==> src/rtl/pipelined_bk_adder.sv <==
// Streamed Brent-Kung adder/subtractor with selectable pipeline depth.
// Latency is PIPE+1 cycles. A single global stall signal, derived from the output handshake, freezes every stage.
module pipelined_bk_adder #(
  parameter int WIDTH = 11,
  parameter int PIPE  = 1
) (
  input  logic             CLK,
  input  logic             RST,
  input  logic             IN_VALID,
  output logic             IN_READY,
  input  logic [WIDTH-1:0] X,
  input  logic [WIDTH-1:0] Y,
  input  logic             CIN,
  input  logic             SUB,
  output logic             OUT_VALID,
  input  logic             OUT_READY,
  output logic [WIDTH:0]   S,
  output logic             OVF
);

  localparam int LOG = $clog2(WIDTH);

  logic             advance;
  logic [WIDTH-1:0] yPrime;
  logic             c0In;

  assign advance  = OUT_READY | ~OUT_VALID;
  assign IN_READY = advance;
  assign yPrime   = SUB ? ~Y : Y;
  assign c0In     = SUB | CIN;

  logic [WIDTH-1:0] aX;
  logic [WIDTH-1:0] aY;
  logic             aC0;
  logic             aValid;

  generate
    if (PIPE >= 1) begin : gInReg
      logic [WIDTH-1:0] opX_q;
      logic [WIDTH-1:0] opY_q;
      logic             opC0_q;
      logic             opValid_q;

      always_ff @(posedge CLK) begin
        if (RST) begin
          opX_q     <= '0;
          opY_q     <= '0;
          opC0_q    <= 1'b0;
          opValid_q <= 1'b0;
        end else if (advance) begin
          opX_q     <= X;
          opY_q     <= yPrime;
          opC0_q    <= c0In;
          opValid_q <= IN_VALID;
        end
      end

      assign aX     = opX_q;
      assign aY     = opY_q;
      assign aC0    = opC0_q;
      assign aValid = opValid_q;
    end else begin : gInComb
      assign aX     = X;
      assign aY     = yPrime;
      assign aC0    = c0In;
      assign aValid = IN_VALID;
    end
  endgenerate

  // Up-sweep: node i combines with node i-2^lv when i+1 is a multiple of 2^(lv+1).
  logic [LOG:0][WIDTH-1:0] upG;
  logic [LOG:0][WIDTH-1:0] upP;

  assign upG[0] = aX & aY;
  assign upP[0] = aX ^ aY;

  generate
    for (genvar lv = 0; lv < LOG; lv++) begin : gUpLevel
      for (genvar i = 0; i < WIDTH; i++) begin : gUpNode
        if (((i + 1) % (1 << (lv + 1))) == 0) begin : gOp
          assign upG[lv+1][i] = upG[lv][i] | (upP[lv][i] & upG[lv][i-(1<<lv)]);
          assign upP[lv+1][i] = upP[lv][i] & upP[lv][i-(1<<lv)];
        end else begin : gPass
          assign upG[lv+1][i] = upG[lv][i];
          assign upP[lv+1][i] = upP[lv][i];
        end
      end
    end
  endgenerate

  logic [WIDTH-1:0] bG;
  logic [WIDTH-1:0] bP;
  logic [WIDTH-1:0] bBitP;
  logic             bC0;
  logic             bValid;

  generate
    if (PIPE == 2) begin : gMidReg
      logic [WIDTH-1:0] treeG_q;
      logic [WIDTH-1:0] treeP_q;
      logic [WIDTH-1:0] bitP_q;
      logic             midC0_q;
      logic             midValid_q;

      always_ff @(posedge CLK) begin
        if (RST) begin
          treeG_q    <= '0;
          treeP_q    <= '0;
          bitP_q     <= '0;
          midC0_q    <= 1'b0;
          midValid_q <= 1'b0;
        end else if (advance) begin
          treeG_q    <= upG[LOG];
          treeP_q    <= upP[LOG];
          bitP_q     <= upP[0];
          midC0_q    <= aC0;
          midValid_q <= aValid;
        end
      end

      assign bG     = treeG_q;
      assign bP     = treeP_q;
      assign bBitP  = bitP_q;
      assign bC0    = midC0_q;
      assign bValid = midValid_q;
    end else begin : gMidComb
      assign bG     = upG[LOG];
      assign bP     = upP[LOG];
      assign bBitP  = upP[0];
      assign bC0    = aC0;
      assign bValid = aValid;
    end
  endgenerate

  // Down-sweep fills the remaining prefixes from the complete prefix at i-2^lv.
  logic [LOG-1:0][WIDTH-1:0] dnG;
  logic [LOG-1:0][WIDTH-1:0] dnP;

  assign dnG[LOG-1] = bG;
  assign dnP[LOG-1] = bP;

  generate
    for (genvar lv = 0; lv < LOG - 1; lv++) begin : gDnLevel
      for (genvar i = 0; i < WIDTH; i++) begin : gDnNode
        if ((((i + 1) % (1 << (lv + 1))) == (1 << lv)) && ((i + 1) > (1 << (lv + 1)))) begin : gOp
          assign dnG[lv][i] = dnG[lv+1][i] | (dnP[lv+1][i] & dnG[lv+1][i-(1<<lv)]);
          assign dnP[lv][i] = dnP[lv+1][i] & dnP[lv+1][i-(1<<lv)];
        end else begin : gPass
          assign dnG[lv][i] = dnG[lv+1][i];
          assign dnP[lv][i] = dnP[lv+1][i];
        end
      end
    end
  endgenerate

  logic [WIDTH:0] carry;
  logic [WIDTH:0] sum_d;
  logic           ovf_d;

  assign carry = {dnG[0] | (dnP[0] & {WIDTH{bC0}}), bC0};
  assign sum_d = {carry[WIDTH], bBitP ^ carry[WIDTH-1:0]};
  assign ovf_d = carry[WIDTH] ^ carry[WIDTH-1];

  logic [WIDTH:0] sum_q;
  logic           ovf_q;
  logic           outValid_q;

  always_ff @(posedge CLK) begin
    if (RST) begin
      sum_q      <= '0;
      ovf_q      <= 1'b0;
      outValid_q <= 1'b0;
    end else if (advance) begin
      sum_q      <= sum_d;
      ovf_q      <= ovf_d;
      outValid_q <= bValid;
    end
  end

  assign S         = sum_q;
  assign OVF       = ovf_q;
  assign OUT_VALID = outValid_q;

endmodule

==> config.mk <==
export PLATFORM = sky130hd
export DESIGN_NAME = pipelined_bk_adder
export DESIGN_NICKNAME = d
export VERILOG_FILES = /design/src/rtl/pipelined_bk_adder.sv
export SDC_FILE = /design/constraint.sdc
export NUM_CORES = 1
export LEC_CHECK = 0
export BUFFER_PORTS_ARGS = -buffer_cell sky130_fd_sc_hd__buf_2
export CORE_MARGIN = 2
export CORE_UTILIZATION = 48
export CTS_CLUSTER_DIAMETER = 40
export DETAILED_ROUTE_END_ITERATION = 7
export MAX_ROUTING_LAYER = met4
export PLACE_DENSITY = 0.75
export SLEW_MARGIN = 30
export SYNTH_ARGS = -nofsm -noshare
export SYNTH_HDL_FRONTEND = slang
export SYNTH_SLANG_ARGS = --single-unit
==> constraint.sdc <==
create_clock -name CLK -period 1.8 [get_ports CLK]
set_input_delay 0.09 -clock CLK [delete_from_list [all_inputs] [get_ports CLK]]
set_output_delay 0.09 -clock CLK [all_outputs]
set_load 0.02 [all_outputs]
### Yosys cells after proc, flatten, opt, wreduce, memory -nomap -nowiden

Cells that the tools add are included.

| operators by class | value |
|---|---|
| add/sub/neg operators | 0 |
| multipliers | 0 |
| divide/modulo/power cells | 0 |
| magnitude comparators | 0 |
| equality and inequality tests | 0 |
| shifts and indexed selects | 0 |
| muxes and demuxes | 1 |
| bitwise logic cells | 55 |
| reduce and logical (&&, ||, !) cells | 0 |

Operators by type and width:

| kind | count |
|---|---|
| AND 1 bit | 30 |
| AND 11 bit | 2 |
| bitwise XOR 11 bit | 2 |
| bitwise OR 1 bit | 17 |
| 2-to-1 mux 11 bit | 1 |
| inverter 11 bit | 1 |
| bitwise OR 11 bit | 1 |
| inverter 1 bit | 1 |
| bitwise XOR 1 bit | 1 |

| storage, ports and cells | value |
|---|---|
| bits in registers | 38 |
| latch bits | 0 |
| bits in writable memories | 0 |
| ROM bits | 0 |
| input port bits | 28 |
| output and inout port bits | 15 |
| logic and storage cells | 63 |
| memories kept | 0 |

### Depth between registers and ports, before layout

Gate-level depths: netlist of the first run.

| logic depth | value |
|---|---|
| word-level depth | 13 |
| gate-level depth with buffers | 6 |

### Worst setup path before layout of the first run

No wires, ideal clock.

| path | value |
|---|---|
| path type | register to register |
| start | register gInReg.opX_q[5] (netlist: aX[5]) |
| end | register sum_q[9] (netlist: S[9]) |
| library setup time | 62 ps |
| arrival | 1740 ps |
| data required time | 1738 ps |
| setup slack | -2 ps |
| stages on the path, launching flop included | 7 |
| buffers on the path | 0 |
| period minus slack after synthesis | 1802 ps |
| cell sequence | dfxtp_1 ha_1 and4_4 and3_1 a211o_2 mux2_4 nor2_2 |

| between the ends | value |
|---|---|
| longest elaborated chain between the ends | 10 |
| elaborated cells between the ends (all ways) | 17 |
| those cells by class | 17 x bitwise |

Ends and longest elaborated chain:

| what | line | RTL |
|---|---|---|
| from (decl) | 39 | `logic [WIDTH-1:0] opX_q;` |
| from (signal assigned) | 46 | `opX_q <= '0;` |
| from (signal assigned) | 51 | `opX_q <= X;` |
| bitwise XOR 11 bit | 75 | `assign upP[0] = aX ^ aY;` |
| AND 1 bit | 81 | `assign upG[lv+1][i] = upG[lv][i] \| (upP[lv][i] & upG[lv][i-(1<<lv)]);` |
| bitwise OR 1 bit | 81 |  |
| AND 1 bit | 81 |  |
| bitwise OR 1 bit (2 in a row) | 81 |  |
| AND 1 bit | 146 | `assign dnG[lv][i] = dnG[lv+1][i] \| (dnP[lv+1][i] & dnG[lv+1][i-(1<<lv)]);` |
| bitwise OR 1 bit | 146 |  |
| bitwise OR 11 bit (*) | 160 | `assign carry = {dnG[0] \| (dnP[0] & {WIDTH{bC0}}), bC0};` |
| bitwise XOR 11 bit (*) | 161 | `assign sum_d = {carry[WIDTH], bBitP ^ carry[WIDTH-1:0]};` |
| to (signal assigned) | 174 | `sum_q <= sum_d;` |
| to (decl) | 164 | `logic [WIDTH:0] sum_q;` |

Every way passes the cells marked *; elsewhere a longest branch is shown, timed or not.
A chain may end at the register's enable or synchronous reset.

### Worst setup path in the final report of the first run

| path | value |
|---|---|
| start | register gInReg.opY_q[9] (netlist: aY[9]) |
| end | register ovf_q (netlist: OVF) |

| between the ends | value |
|---|---|
| longest elaborated chain between the ends | 8 |
| elaborated cells between the ends (all ways) | 14 |
| those cells by class | 14 x bitwise |

Ends and longest elaborated chain:

| what | line | RTL |
|---|---|---|
| from (decl) | 40 | `logic [WIDTH-1:0] opY_q;` |
| from (signal assigned) | 52 | `opY_q <= yPrime;` |
| bitwise XOR 11 bit | 75 |  |
| AND 1 bit, on equally long branches | 81, 82 |  |
| bitwise OR 1 bit or AND 1 bit (tied branches) | 81, 146 |  |
| bitwise OR 1 bit | 146 |  |
| AND 1 bit | 146 |  |
| bitwise OR 1 bit | 146 |  |
| bitwise OR 11 bit (*) | 160 |  |
| bitwise XOR 1 bit (*) | 162 | `assign ovf_d = carry[WIDTH] ^ carry[WIDTH-1];` |
| to (signal assigned) | 175 | `ovf_q <= ovf_d;` |
| to (decl) | 165 | `logic ovf_q;` |

Marks and branches as above.

==> impl_metrics.yaml, run 1 <==
global_route:
  overflow: 0
  grt_pass1_wl_mm: 7.45
  grt_max_degree: 51
  grt_pass1_vias: 1681
  antenna_found_initial: 0
  grt_usage_pct: 21.7
critical_path:
  slowest_stage: "dfxtp_2"
  r2r_end: "OVF"
  critPathKind: "register to register"
  crit_fanout: 4
  required_ns: 1.94
  path_cells: "ha_4, and2_4, a41o_1, a221oi_4, mux2i_1, a211oi_2"
  reg2reg_slack_ns: 0.02
  critPathMaxStageDelay_ns: 0.35
  ff2ff_path_depth: 6
  arrival_ns: 1.92
  timing.rr.start: "aY[9]"
  crit_path_end_kind: "register"
  critPathLaunchType: "register"
placement:
  postPlaceCellArea_um2: 2330
  dp_hpwl_mm: 3.10
  portBuffers: 42
  gp_congestion: 0.804
floorplanning:
  initial_core_util_pct: 49.7
  core.rowCount: 23
  core_um2: 4000
  die_y_um: 68.3
  pin_count: 43
  die-area_um2: 4670
  fp.dieW_um: 68.3
clock_network:
  root_buffer: "clkbuf_8"
  ctsHoldBuffers: 0
  clockBufferDepth: 2
  cts_sinks: 38
  clkTransAtPathRegs_ns: 0.07
  cts_max_level: 2
  cts_made_buffers: 5
  worstSkewPairLatency_ns: 0.29
  cts_tree: "built"
layout:
  synthToLayoutAreaGrowth_pct: 33.1
  final_cell_area_um2: 2640
  layout_commonest_cell: "buf_2"
  diodes: 0
  final_nets: 331
  mostFrequentLayoutCells: "buf_2, nand2_1, dfxtp_1"
  fin_util_pct: 66.1
  drive_above_1_share_pct: 39.0
  n_fill_cell: 312
  multi_input_area_um2: 1320
  seqCellArea_um2: 778
synth:
  ys_warn_count: 0
  synth_cell_types: 49
  synth_edf_count: 0
  syn_inst: 235
  netlist_area_um2: 1990
  ys.flop_type: "dfxtp_1"
  ys_seq_area_share_pct: 38.3
  async_flop_share_pct: 0
  syn-num-nets: 275
  synth-seq-cells: 38
  synth_area_per_cell_um2: 8.45
route:
  wirelength_mm: 4.94
  first_pass_iters: 4
  route.detailed.drc: 0
  vias: 1886
  viasPerCell: 5.51
  wire_per_inst_um: 14.5
  postRouteAntennaNets: 0
  first_iter_violations: 97
timing:
  slew_viol_final: 0
  setup_viol: 0
  period_needed_ns: 1.78
  fmax_ghz: 0.562
  skew_ns: 0.00312
  rsz0062_at_grt: "yes"
  hold_viol_final: 0
  period_share_pct: 98.9
  timing.slew.headroom_pct: 43.3
  worst_slew_pin_slew_ns: 0.850
  setup_tns_ns: 0
worst_hold_path:
  hold_depth: 3
  hp-start: "IN_VALID"
  hold_class: "input pin to register"
  min_to: "aValid"
job:
  max-cap-violations: 0
power_and_ir_drop:
  power_density_nw_per_um2: 826
  vdd.ir_drop.worst_v: 0.000520
  leakagePower_uw: 0.00117
run_status:
  outcome: "finished clean"
==> worst max-delay path: cells and delay by family (launching register included) <==
family | cells | cell delay, ns
AOI/OAI and AO/OA | 3 | 0.59
DFF | 1 | 0.35
adders and majority gates | 1 | 0.26
muxes | 1 | 0.26
and+or+nand+nor | 1 | 0.18
==> metrics by stage <==
step,setup slack (ns),hold WS [ns],cells,power (µW)
3_5_place_dp,-0.0433,0.342,328,1480
4_1_cts,0.00211,0.0370,338,2120
5_1_grt,-0.0685,0.0457,342,2300
6_report,0.0196,0.0413,342,2180
3_3_place_gp,0.00788,0.336,328,1470
2_1_floorplan,0.0149,0.230,235,1310
==> registers in the layout, indices dropped and copies added (netlist names) <==
signal,cells
aX,11
OVF,1
aC0,1
aY,11
S,12
OUT_VALID,1
aValid,1
==> worst max path at each step <==
stage / start / cells after the start / slack, ns / endpoint
5_1_grt: aY[9] / 6 / -0.07 / OVF
4_1_cts: aY[9] / 6 / 0.002 / OVF
3_5_place_dp: aX[9] / 6 / -0.04 / OVF
6_report: aY[9] / 6 / 0.02 / OVF
3_3_place_gp: aX[0] / 6 / 0.008 / S[9]
2_1_floorplan: aX[2] / 6 / 0.01 / S[9]
==> logic make-up after synthesis <==
group           count (synthesis)  share of synthesized area [%]
xor+xnor                       14                           6.17
compound gates                 57                           19.6
mux                             4                           2.27
simple gates                   90                           21.9
fa+ha+maj                      12                           7.93
buf+inv                        20                           3.90
flops                          38                           38.3
==> routing by layer <==
layer  wire, µm  GRT usage [%]  part of all wire, %
met2       2380           35.3                   48
met1       2190           27.1                   44
met4        155           4.75                  3.1
met5          0              -                    0
met3        226           5.43                  4.6
==> Yosys cell counts, drive strengths merged (4+ instances only) <==
master,count,share of area (%)
a21o,4,1.6
nor2,24,4.7
inv,6,1.1
clkbuf,5,0.94
a211oi,14,5.5
ha,11,6.9
nand2,37,7.0
dfxtp,38,38
xnor2,12,5.3
nand3b,6,2.3
a21oi,22,5.5
nor3,7,1.8
buf,9,1.8
==> layout make-up <==
class,instances,share of cell area (%)
Sequential cell,38,29.4
Timing Repair Buffer,63,13.9
Multi-Input combinational cell,177,50.0
Clock buffer,7,3.27
Inverter,6,0.852
Clock inverter,1,0.189
Tap cell,50,2.37
==> what timing repair did <==
action	CTS	global route
endpoints found under the hold margin	0	0
setup buffers	2	4
endpoints found under the setup margin	3	6
gates resized for setup	10	24
pin swaps	6	9
==> where the power goes <==
part | switching [µW] | internal, µW
combinational | 302 | 290
clock | 298 | 309
sequential | 57.1 | 926
total | 657 | 1530
No activity file was read; power rests on OpenSTA's default activity.
==> inputs of run 2 (changes only) <==
BUFFER_PORTS_ARGS = unset   (was -buffer_cell sky130_fd_sc_hd__buf_2)
CORE_UTILIZATION = 55   (was 48)
DONT_BUFFER_PORTS = 1   (was unset)
PLACE_DENSITY = 0.73   (was 0.75)
==> run 2 against run 1 <==
Effect of this change: the flow now finishes with violations (negative setup slack); worst setup slack got worse by 0.046 ns; combinational power decreased by 6.1%; core utilization is 15 points higher; clock-buffer cell count down 1; die area is 12% lower; routed wire length is 15% higher; critical path depth stayed put; highest routed layer unchanged.
==> impl_metrics.yaml, run 2 (synthesis gave the netlist of run 1 again) <==
run_status:
  outcome: "complete, but fails checks"
  failed_checks: "negative setup slack"
timing:
  setup_viol: 2
  worst_slew_pin_slew_ns: 0.456
  period_needed_ns: 1.83
  setup_tns_ns: -0.0491
  skew_ns: 0.0173
  setup_ws_ns: -0.0263
  rsz0062_at_grt: "yes"
  timing.slew.headroom_pct: 69.6
  hold_viol_final: 0
  period_share_pct: 101
  fmax_ghz: 0.548
  slew_viol_final: 0
placement:
  postPlaceCellArea_um2: 2110
  portBuffers: 0
  gp_congestion: 0.795
  dp_hpwl_mm: 2.83
layout:
  largest_reg_flops: 12
  layout_commonest_cell: "nand2_1"
  synthToLayoutAreaGrowth_pct: 38.7
  final_nets: 319
  drive_above_1_share_pct: 22.9
  mostFrequentLayoutCells: "nand2_1, dlygate4sd3_1, dfxtp_1"
  diodes: 0
  final_cell_area_um2: 2760
  n_fill_cell: 217
critical_path:
  critPathKind: "register to register"
  crit_path_end_kind: "register"
  path_cells: "ha_4, a21oi_1, o21ai_2, a221oi_4, mux2i_1, a211oi_2"
  critPathMaxStageDelay_ns: 0.35
  required_ns: 2.03
  crit_fanout: 4
  arrival_ns: 2.06
  critPathLaunchType: "register"
  slowest_stage: "dfxtp_2"
floorplanning:
  initial_core_util_pct: 58.2
  fp.dieW_um: 64.1
  core.rowCount: 21
  pin_count: 43
  core_um2: 3420
  die-area_um2: 4110
  die_y_um: 64.1
route:
  viasPerCell: 5.82
  wire_per_inst_um: 17.4
  postRouteAntennaNets: 0
  vias: 1896
  first_pass_iters: 4
  route.detailed.drc: 0
  wirelength_mm: 5.68
  first_iter_violations: 133
power_and_ir_drop:
  vdd.ir_drop.worst_v: 0.000574
  leakagePower_uw: 0.00111
  p_comb_share_pct: 25.5
  switching_power_uw: 666
  swShare_pct: 30.4
  sequentialPowerShare_pct: 47.3
  intPower_uw: 1520
  power_density_nw_per_um2: 793
  power_frac_clock_pct: 27.2
global_route:
  met1_usage_pct: 32.4
  antenna_found_initial: 0
  grtUsageMet2_pct: 44.5
  grt_pass1_wl_mm: 8.39
  grt_usage_pct: 27.1
  top_usage_layer: "met2"
  grt_max_degree: 47
  grt_pass1_vias: 1843
  overflow: 0
  grt_util_met3_pct: 6.34
clock_network:
  root_buffer: "clkbuf_4"
  cts_tree: "built"
  cts_made_buffers: 5
  clkTransAtPathRegs_ns: 0.12
  cts_max_level: 2
  worstSkewPairLatency_ns: 0.36
  clockBufferDepth: 2
  cts_sinks: 38
worst_hold_path:
  hold_class: "input pin to register"
job:
  max-cap-violations: 0
==> run 2: per-stage QoR <==
stage	setup WS [ns]	power (µW)	cells	utilization [%]	hold WS [ns]
floorplan	0.0149	1310	235	-	0.230
global placement	0.000408	1390	280	61.9	0.163
detailed placement	-0.0155	1400	280	61.9	0.164
CTS	0.00350	2110	325	77.3	0.00420
global route	-0.0961	2280	326	80.7	0.00287
finish	-0.0263	2190	326	80.7	0.0201
==> run 2: what timing repair did <==
action | in CTS | in global routing
pin swaps | 2 | 7
hold endpoints to repair | 37 | 0
setup buffers | 0 | 1
gates resized for setup | 11 | 23
hold buffers | 37 | 0
endpoints found under the setup margin | 3 | 7
==> run 2: worst paths after layout <==
kind,slack (ns),endpoint,cells after the start,startpoint
max reg2reg,-0.03,OVF,6,aX[7]
min reg2reg,0.46,aValid,2,aValid
max,-0.03,OVF,6,aX[7]
min,0.02,aX[1],2,RST
==> run 2: critical path: cells and delay by family, from the launching register on <==
family	cells	cell delay [ns]
AOI/OAI and AO/OA	4	0.85
adders and majority gates	1	0.26
DFF	1	0.35
muxes	1	0.24
==> run 2: power groups by stage <==
stage               combinational, µW  clock [µW]  sequential [µW]
floorplan                         291           0             1020
finish                            557         595             1040
global route                      600         638             1050
global placement                  362           0             1030
detailed placement                368           0             1040
CTS                               485         599             1020
==> run 2: area by class of cell <==
| class | instances | area, µm² | share of cell area [%] |
|---|---|---|---|
| Clock buffer | 6 | 41.3 | 1.50 |
| Clock inverter | 2 | 37.5 | 1.36 |
| Inverter | 6 | 25.0 | 0.908 |
| Multi-Input combinational cell | 177 | 1320 | 47.9 |
| Sequential cell | 38 | 777 | 28.2 |
| Tap cell | 46 | 57.6 | 2.09 |
| Timing Repair Buffer | 51 | 498 | 18.1 |
==> run 2: per-layer routing <==
layer,up-vias,share of wire (%)
met2,73,50
met4,0,2.6
met3,13,5.3
met5,-,0
li1,916,-
met1,894,42
